<file path="config.mk">
export PLATFORM = sky130hd
export DESIGN_NAME = ethernet2_type_encoder_flat
export DESIGN_NICKNAME = d
export VERILOG_FILES = /design/src/rtl/ethernet2_type_encoder_pkg.sv /design/src/rtl/ethernet2_type_encoder_if.sv /design/src/rtl/ethernet2_realigner.sv /design/src/rtl/ethernet2_type_encoder.sv /design/src/flat_wrapper.sv
export SDC_FILE = /design/constraint.sdc
export NUM_CORES = 1
export LEC_CHECK = 0
export CORE_MARGIN = 5
export CORE_UTILIZATION = 39
export CTS_CLUSTER_SIZE = 8
export DETAILED_ROUTE_END_ITERATION = 10
export PLACE_DENSITY = 0.7
export SLEW_MARGIN = 25
export SYNTH_ARGS = -nofsm -noshare
export SYNTH_HDL_FRONTEND = slang
export SYNTH_SLANG_ARGS = --single-unit
</file>
<file path="constraint.sdc">
create_clock -name clk -period 1.8 [get_ports clk]
set_input_delay 0.54 -clock clk [delete_from_list [all_inputs] [get_ports clk]]
set_output_delay 0.54 -clock clk [all_outputs]
set_load 0.1 [all_outputs]
</file>
<file path="src/rtl/ethernet2_type_encoder_pkg.sv">
// Shared Ethernet bus types and constants for the transmit-side Ethernet II framer.
package EthernetBus;

    typedef logic [47:0] macaddr_t;
    typedef logic [11:0] vlan_t;
    typedef logic [15:0] ethertype_t;

    localparam ethertype_t ETHERTYPE_IPV4 = 16'h0800;
    localparam ethertype_t ETHERTYPE_ARP  = 16'h0806;
    localparam ethertype_t ETHERTYPE_IPV6 = 16'h86DD;
    localparam ethertype_t ETHERTYPE_VLAN = 16'h8100;

    typedef struct packed {
        logic        start;
        logic        data_valid;
        logic [2:0]  bytes_valid;
        logic [31:0] data;
        logic        commit;
        logic        drop;
        macaddr_t    dst_mac;
        ethertype_t  ethertype;
    } EthernetTxL2Bus;

    typedef struct packed {
        logic        start;
        logic        data_valid;
        logic [2:0]  bytes_valid;
        logic [31:0] data;
        logic        commit;
        logic        drop;
    } EthernetFramedTxBus;

    // One delay-line stage; keep marks words belonging to the accepted frame.
    typedef struct packed {
        logic        data_valid;
        logic [2:0]  bytes_valid;
        logic [31:0] data;
        logic        commit;
        logic        drop;
        logic        keep;
    } delay_word_t;

    typedef enum logic [1:0] {IDLE, HEADER, BODY, FLUSH} state_t;
    typedef enum logic [1:0] {TRACK_IDLE, TRACK_FRAME, DISCARD} track_t;

    function automatic logic [31:0] mask_bytes(input logic [31:0] d, input logic [2:0] n);
        logic [31:0] m;
        m = '0;
        for (int unsigned i = 0; i < 4; i++)
            if (i < 32'(n)) m[31 - 8*i -: 8] = 8'hFF;
        return d & m;
    endfunction

endpackage

</file>
<file path="src/rtl/ethernet2_type_encoder_if.sv">
// Payload-side and framed-side bus interfaces of the Ethernet II framer.
interface ethernet_tx_l2_if;
    EthernetBus::EthernetTxL2Bus bus;
    modport master (output bus);
    modport slave  (input  bus);
endinterface

interface ethernet_framed_tx_if;
    EthernetBus::EthernetFramedTxBus bus;
    modport master (output bus);
    modport slave  (input  bus);
endinterface

</file>
<file path="src/rtl/ethernet2_realigner.sv">
// Delay line plus 2-byte payload realigner; produces the next body/flush/commit word.
module ethernet2_realigner
    import EthernetBus::*;
#(
    parameter int unsigned STAGES = 3
) (
    input  logic               clk,
    input  logic               rst_n,
    input  delay_word_t        in_word,
    input  ethertype_t         ethertype,
    output EthernetFramedTxBus body,
    output logic               flush_start,
    output logic               done
);

    delay_word_t line [STAGES];
    delay_word_t d;
    logic [15:0] resid, resid_n;
    logic [1:0]  rc, rc_n;
    logic        seen, seen_n;
    logic        pend, pend_n;
    logic [2:0]  bv;

    assign d = line[STAGES-1];

    always_ff @(posedge clk or negedge rst_n) begin
        if (!rst_n) begin
            for (int unsigned i = 0; i < STAGES; i++) line[i] <= '0;
            resid <= '0;
            rc    <= '0;
            seen  <= 1'b0;
            pend  <= 1'b0;
        end else begin
            line[0] <= in_word;
            for (int unsigned i = 1; i < STAGES; i++) line[i] <= line[i-1];
            resid <= resid_n;
            rc    <= rc_n;
            seen  <= seen_n;
            pend  <= pend_n;
        end
    end

    always_comb begin
        body        = '0;
        flush_start = 1'b0;
        done        = 1'b0;
        resid_n     = resid;
        rc_n        = rc;
        seen_n      = seen;
        pend_n      = 1'b0;
        bv          = 3'd0;
        if (pend) begin
            body.commit = 1'b1;
            done        = 1'b1;
            rc_n        = '0;
            seen_n      = 1'b0;
        end else if (d.keep) begin
            if (d.drop) begin
                body.drop = 1'b1;
                done      = 1'b1;
                rc_n      = '0;
                seen_n    = 1'b0;
            end else if (d.commit) begin
                if (!seen) begin
                    body.data_valid  = 1'b1;
                    body.bytes_valid = 3'd2;
                    body.data        = {ethertype, 16'h0};
                    pend_n           = 1'b1;
                    flush_start      = 1'b1;
                end else if (rc != 2'd0) begin
                    body.data_valid  = 1'b1;
                    body.bytes_valid = {1'b0, rc};
                    body.data        = mask_bytes({resid, 16'h0}, {1'b0, rc});
                    pend_n           = 1'b1;
                    flush_start      = 1'b1;
                end else begin
                    body.commit = 1'b1;
                    done        = 1'b1;
                    seen_n      = 1'b0;
                end
            end else if (d.data_valid) begin
                bv               = (d.bytes_valid >= 3'd2) ? 3'd4 : 3'd2 + d.bytes_valid;
                body.data_valid  = 1'b1;
                body.bytes_valid = bv;
                body.data        = mask_bytes({seen ? resid : ethertype, d.data[31:16]}, bv);
                resid_n          = d.data[15:0];
                rc_n             = (d.bytes_valid > 3'd2) ? 2'(d.bytes_valid - 3'd2) : 2'd0;
                seen_n           = 1'b1;
            end
        end
    end

endmodule

</file>
<file path="src/rtl/ethernet2_type_encoder.sv">
// Transmit-side Ethernet II framer: header FSM, overflow tracking, registered output.
module ethernet2_type_encoder
    import EthernetBus::*;
#(
    parameter bit VLAN_TAG = 1'b0
) (
    input  logic              clk,
    input  logic              rst_n,
    ethernet_tx_l2_if.slave   l2_bus,
    input  macaddr_t          our_mac,
    input  vlan_t             vlan_id,
    input  logic [2:0]        vlan_pri,
    ethernet_framed_tx_if.master tx_bus,
    output logic              overflow
);

    localparam int unsigned H = VLAN_TAG ? 4 : 3;

    state_t             state, state_n;
    track_t             track, track_n;
    logic [1:0]         hdr_idx, hdr_idx_n;
    macaddr_t           dst, src;
    ethertype_t         et;
    vlan_t              vid;
    logic [2:0]         pri;
    logic               accept;
    logic [31:0]        hdr_word;
    delay_word_t        in_word;
    EthernetFramedTxBus body, tx_n;
    logic               flush_start, done;

    assign accept = l2_bus.bus.start && (state == IDLE);

    always_ff @(posedge clk or negedge rst_n) begin
        if (!rst_n) begin
            state      <= IDLE;
            track      <= TRACK_IDLE;
            hdr_idx    <= '0;
            dst        <= '0;
            src        <= '0;
            et         <= '0;
            vid        <= '0;
            pri        <= '0;
            tx_bus.bus <= '0;
            overflow   <= 1'b0;
        end else begin
            state      <= state_n;
            track      <= track_n;
            hdr_idx    <= hdr_idx_n;
            tx_bus.bus <= tx_n;
            overflow   <= l2_bus.bus.start && (state != IDLE);
            if (accept) begin
                dst <= l2_bus.bus.dst_mac;
                et  <= l2_bus.bus.ethertype;
                src <= our_mac;
                vid <= vlan_id;
                pri <= vlan_pri;
            end
        end
    end

    // Input-side tracker: decides which incoming words belong to the accepted frame.
    always_comb begin
        track_n = track;
        if (accept)                                      track_n = TRACK_FRAME;
        else if (l2_bus.bus.start)                       track_n = DISCARD;
        else if (l2_bus.bus.commit || l2_bus.bus.drop)   track_n = TRACK_IDLE;
        in_word = '0;
        if (track == TRACK_FRAME) begin
            in_word.data_valid  = l2_bus.bus.data_valid;
            in_word.bytes_valid = l2_bus.bus.bytes_valid;
            in_word.data        = l2_bus.bus.data;
            in_word.commit      = l2_bus.bus.commit;
            in_word.drop        = l2_bus.bus.drop;
            in_word.keep        = 1'b1;
        end
    end

    always_comb begin
        case (hdr_idx)
            2'd0:    hdr_word = dst[47:16];
            2'd1:    hdr_word = {dst[15:0], src[47:32]};
            2'd2:    hdr_word = src[31:0];
            default: hdr_word = {ETHERTYPE_VLAN, pri, 1'b0, vid};
        endcase
    end

    always_comb begin
        state_n   = state;
        hdr_idx_n = hdr_idx;
        tx_n      = '0;
        case (state)
            IDLE: begin
                if (accept) begin
                    state_n    = HEADER;
                    hdr_idx_n  = '0;
                    tx_n.start = 1'b1;
                end
            end
            HEADER: begin
                tx_n.data_valid  = 1'b1;
                tx_n.bytes_valid = 3'd4;
                tx_n.data        = hdr_word;
                if (hdr_idx == 2'(H - 1)) state_n = BODY;
                else                      hdr_idx_n = hdr_idx + 2'd1;
            end
            BODY, FLUSH: begin
                tx_n = body;
                if (done)             state_n = IDLE;
                else if (flush_start) state_n = FLUSH;
            end
            default: state_n = IDLE;
        endcase
    end

    ethernet2_realigner #(.STAGES(H)) u_realigner (
        .clk         (clk),
        .rst_n       (rst_n),
        .in_word     (in_word),
        .ethertype   (et),
        .body        (body),
        .flush_start (flush_start),
        .done        (done)
    );

endmodule

</file>
<file path="src/flat_wrapper.sv">
// flat-port wrapper written by rule: the top's interface ports become plain ports
module ethernet2_type_encoder_flat import EthernetBus::*;
#(
    parameter bit VLAN_TAG = 1'b0
)
  (clk, rst_n, our_mac, vlan_id, vlan_pri, overflow, l2_bus_bus, tx_bus_bus);
  ethernet_tx_l2_if l2_bus_i ();
  ethernet_framed_tx_if tx_bus_i ();
  input  logic clk;
  input  logic rst_n;
  input  macaddr_t our_mac;
  input  vlan_t vlan_id;
  input  logic [2:0] vlan_pri;
  output logic overflow;
  input wire logic [$bits(l2_bus_i.bus)-1:0] l2_bus_bus;
  output wire logic [$bits(tx_bus_i.bus)-1:0] tx_bus_bus;
  assign l2_bus_i.bus = l2_bus_bus;
  assign tx_bus_bus = tx_bus_i.bus;
  ethernet2_type_encoder #(.VLAN_TAG(VLAN_TAG)) u_core (.clk(clk), .rst_n(rst_n), .l2_bus(l2_bus_i), .our_mac(our_mac), .vlan_id(vlan_id), .vlan_pri(vlan_pri), .tx_bus(tx_bus_i), .overflow(overflow));
endmodule
</file>
# ---- Word level (Yosys, flattened, before mapping)
# Cells that the tools add are included.
dict set report op_classes {
  muxes 98
  order_cmp 9
  add_sub_neg 3
  n_bitwise 5
  eq_ne 11
  n_reduce_logical 18
}
# operator count
set ops {}
lappend ops {{two-way mux 8 bit} 45}
lappend ops {{two-way mux 36 bit} 5}
lappend ops {{one-hot mux 32 bit (3 select lines)} 1}
lappend ops {{one-hot mux 36 bit (2 select lines)} 1}
lappend ops {{AND 32 bit} 2}
lappend ops {{two-way mux 39 bit} 1}
lappend ops {{two-way mux 38 bit} 1}
lappend ops {{two-way mux 37 bit} 1}
lappend ops {{two-way mux 2 bit} 16}
lappend ops {{two-way mux 1 bit} 23}
lappend ops {{two-way mux 16 bit} 1}
lappend ops {{AND reduction 3 bit} 3}
lappend ops {{nonzero test 2 bit} 4}
lappend ops {{== test 2 x 1 -> 1 bit (second input constant)} 3}
lappend ops {{== test 2 bit (second input constant)} 3}
lappend ops {{less-than comparator 1 x 3 -> 1 bit (first input constant)} 2}
lappend ops {{less-than comparator 2 x 3 -> 1 bit (first input constant)} 2}
lappend ops {{inequality test 3 x 2 -> 1 bit (second input constant)} 2}
lappend ops {{one-hot mux 2 bit (3 select lines)} 1}
lappend ops {{nonzero test 3 bit} 2}
lappend ops {{AND reduction 5 bit} 1}
lappend ops {{zero test 2 bit} 2}
lappend ops {{less-than comparator 1 x 2 -> 1 bit (first input constant)} 2}
lappend ops {{inequality test 2 x 1 -> 1 bit (second input constant)} 2}
lappend ops {{15 further kinds} 18}
dict set report word_totals {
  register_bits 310
  input_bits 168
  out_inout_bits 40
}

# ---- Logic depth before layout (Yosys ltp)
dict set report logic_depth {
  word_depth 16
  depth_mapped 7
}

# ---- Modules after synthesis
# Synthesis repeated with hierarchy kept, for this count alone.
dict set report unflattened {
  cells_unflattened 775
  area_unflattened_um2 11681.2
}
# mod instances seq_area_each_um2 area_each_um2 cells_each
set by_module_without_submodules {}
lappend by_module_without_submodules {ethernet2_type_encoder 1 4329.2 7290.7 520}
lappend by_module_without_submodules {ethernet2_realigner 1 3428.3 4390.5 255}

# ---- Worst setup path before layout
# OpenSTA, ideal clock, no wires.
dict set report synth_path {
  path_type {register to register}
  from {register u_core.u_realigner.line (netlist bit u_core.u_realigner.d[37])}
  to {register u_core.tx_bus.bus[10] (netlist name)}
  t_required_ns 1.679
  period_less_slack_ns 1.805
  arrival_time_ns 1.684
  path_stages_with_launch 6
  path_slack_ns -0.005
  cell_sequence {dfrtp_1 clkinv_1 ha_1 nand2b_1 o311a_1 a22o_1}
}
# element line_no
set synth_rtl {}
lappend synth_rtl {{from (decl)} ethernet2_realigner.sv:16} ;# delay_word_t line [STAGES];

==> impl_metrics.py <==
metrics = {
    "logic_synthesis": {
        "yosys_most_used_dff": "dfrtp_1",
        "avgSynthCellArea_um2": 15.4,
        "netlist.top_cell.by_area": "dfrtp_1",
        "yosysSeqAreaShare_pct": 67.1,
        "async_reset_ff_share_pct": 100,
        "yosys_warnings": 0,
        "synth.area.top_cells": "dfrtp_1, mux2_1, mux2_2, a222oi_1, and2_1",
        "syn-cell-area_um2": 11600,
        "synthTopCellsByCount": "dfrtp_1, mux2_1, mux2_2, and2_1, a222oi_1",
        "post-synth-top-count-cell": "dfrtp_1",
        "synth_edf_count": 0,
        "synth_cells": 751,
        "synthDominantCellAreaShare_pct": 67.1,
        "synth_nets": 924,
        "synth_cell_types": 49,
        "ys_ff_latch": 310,
    },
    "sta": {
        "slew_viol_final": 0,
        "period_needed_ns": 1.75,
        "whs_ns": 0.341,
        "rsz0062_at_grt": "yes",
        "tightest_slew_ns": 0.685,
        "skew_ns": 0.0127,
        "relSlewSlack_pct": 54.3,
        "setup_viol": 0,
        "fmax_mhz": 571,
        "setup_tns_ns": 0,
        "hold_viol_final": 0,
        "fin_crit_sh_pct": 97.3,
    },
    "grt": {
        "antenna_found_initial": 2,
        "first_global_vias": 7600,
        "grt_usage_pct": 16.4,
        "grt_pass1_wl_mm": 43.1,
        "grt-ovfl-total": 0,
        "grt_max_degree": 54,
    },
    "power_and_ir_drop": {
        "power_report.internal_total_mw": 17.1,
        "total_power_mw": 24.9,
        "p_per_area_nw_per_um2": 1530,
        "power.clock.fraction_pct": 27.7,
        "seq_power_share_pct": 40.3,
        "ir_drop_uv": 649,
        "p_sw_mw": 7.75,
        "leakagePower_nw": 7.34,
        "comb_power_share_pct": 32.0,
        "swShare_pct": 31.1,
    },
    "worst_setup_path": {
        "max_stage_delay_ns": 0.48,
        "path_cells": "ha_4 -> buf_12 -> a222oi_1 -> buf_4 -> or2_2 -> nand3_1",
        "ff2ff_path_depth": 6,
        "endpoint_kind": "register",
        "critPathBufInv": 2,
        "crit_arrival_ns": 2.13,
        "crit_fanout": 10,
        "slowest_stage": "a222oi_1",
        "critPathKind": "reg -> reg",
        "cp.depth": 6,
        "critical-path-top-delay-family": "compound AO/OA/AOI/OAI gates",
        "critPathRequiredTime_ns": 2.18,
        "crit_path_start_kind": "register",
    },
    "finish": {
        "ff_latch_area_um2": 7760,
        "final_layout_size_suffix_gt1_share_pct": 24.6,
        "num-nets-final": 1200,
        "fill_cells": 2365,
        "multi_input_area_um2": 3580,
        "final_area_um2": 16300,
        "syn2layout_area_growth_pct": 40.8,
    },
    "cts": {
        "root_buffer": "clkbuf_16",
        "path_clk_slew_ns": 0.05,
        "numCtsBuffers": 44,
        "insertion_delay_ns": 0.51,
        "htree_levels": 2,
        "clk_path_buf_depth": 3,
        "cts.sinks": 310,
        "cts_tree": "yes",
    },
    "floorplanning": {
        "start_util_pct": 39.2,
        "die_h_um": 182,
        "die_w_um": 182,
        "rows": 63,
        "core_um2": 29500,
        "die_area_um2": 33200,
        "io_pins": 208,
    },
    "worst_hold_path": {
        "holdCritPathClass": "reg -> reg",
        "holdPathStages": 0,
    },
    "flow_run": {
        "maxCapViolations": 0,
    },
    "drt": {
        "first_pass_iters": 6,
        "wire_per_inst_um": 19.3,
        "drt-total-wl_mm": 27.4,
        "drc_errors": 0,
        "vias": 7118,
        "wl_met1_mm": 11.7,
        "wl_met2_mm": 13.5,
        "wl_met3_mm": 1.34,
        "highest_layer": "met5",
        "ant_nets": 0,
        "drtIter0Drc": 454,
        "viasPerCell": 5.01,
    },
    "status": {
        "status": "finished clean",
    },
    "placed_design": {
        "placed_area_um2": 14900,
        "dp_hpwl_mm": 19.2,
        "io_buffers": 207,
        "place.gp.congestion": 0.817,
    },
}
==> per-stage QoR <==
step | worst slack (ns) | util, % | std cells
after global placement | -0.386 | 50.5 | 1356
after global routing | -0.0276 | 55.2 | 1420
after floorplan | 0.0610 | - | 751
final | 0.0483 | 55.2 | 1420
after CTS | 0.00340 | 54.5 | 1408
after detailed placement | -0.386 | 50.5 | 1356
==> sequential cells by signal, summed over array words and instances, names as in the netlist, 3 cells and up <==
name                      cells
u_core.et                    16
u_core.u_realigner.d         39
u_core.dst                   48
u_core.tx_bus.bus            39
u_core.u_realigner.line      78
u_core.src                   48
u_core.u_realigner.resid     16
u_core.vid                   12
u_core.pri                    3
==> final cells by class <==
type / count / area share (%)
clock buffer: 46 / 6.81
inverter: 6 / 0.161
multi-input combinational: 388 / 22.0
sequential: 310 / 47.7
antenna: 1 / 0.0154
timing repair buffer: 277 / 20.2
clock inverter: 2 / 0.154
tap: 390 / 3.00
==> power groups by stage <==
stage          Sequential (mW)  Combinational, mW  Clock, mW
6_report                  10.0               7.96       6.90
4_1_cts                   10.0               7.61       7.10
3_5_place_dp              10.1               7.50          0
3_3_place_gp              10.0               7.34          0
5_1_grt                   10.3               8.49       7.41
2_1_floorplan             11.1               3.13          0
==> repair_timing <==
| item | 4_1_cts | 5_1_grt |
|---|---|---|
| hold endpoints to repair | 34 | 0 |
| buffers inserted | 3 | 8 |
| pin swaps | 4 | 7 |
| setup endpoints to repair | 14 | 29 |
| gates cloned | 0 | 3 |
| hold buffers | 1 | 0 |
| gates resized for setup | 1 | 20 |
==> per-layer routing <==
metal,vias to the layer above,global-route usage (%)
li1,3267,-
met1,3582,22.5
met2,218,26.3
met3,49,3.13
met4,2,5.49
met5,-,0
==> worst paths after layout <==
kind                                              from                     endpoint  slack [ns]
setup reg to reg                     u_core.hdr_idx[0]        u_core.tx_bus.bus[31]        0.05
min in group asynchronous                        rst_n                u_core.src[2]        0.53
max in group asynchronous                        rst_n  u_core.u_realigner.line[48]        0.63
hold reg to reg            u_core.u_realigner.line[51]     u_core.u_realigner.d[12]        0.34
hold / removal             u_core.u_realigner.line[51]     u_core.u_realigner.d[12]        0.34
setup / recovery                     u_core.hdr_idx[0]        u_core.tx_bus.bus[31]        0.05
==> logic make-up after synthesis <==
group	after synthesis	synth area share, %
compound gates	104	7.60
fa+ha+maj	5	0.541
buf+inv	53	2.73
flops	310	67.1
mux	161	16.0
simple gates	118	6.05
==> cell usage in the layout, fill, tap and decap left out, types with 3 or more instances in the layout <==
master / instances
nor2_1: 4
mux2_2: 60
a22o_1: 18
dfrtp_1: 309
o21ai_0: 15
buf_12: 58
or2_2: 6
o32ai_1: 7
and2_1: 39
mux2_4: 10
a21o_1: 5
a21oi_1: 5
ha_4: 3
nand2_1: 25
mux2_1: 90
a222oi_1: 30
o2111ai_1: 8
clkdlybuf4s50_1: 166
clkbuf_16: 47
inv_1: 3
buf_4: 46
nand4_1: 8
o21ai_1: 3
nor2b_1: 3
nand3_1: 11
Note: power is estimated with default switching activity, not from simulation.
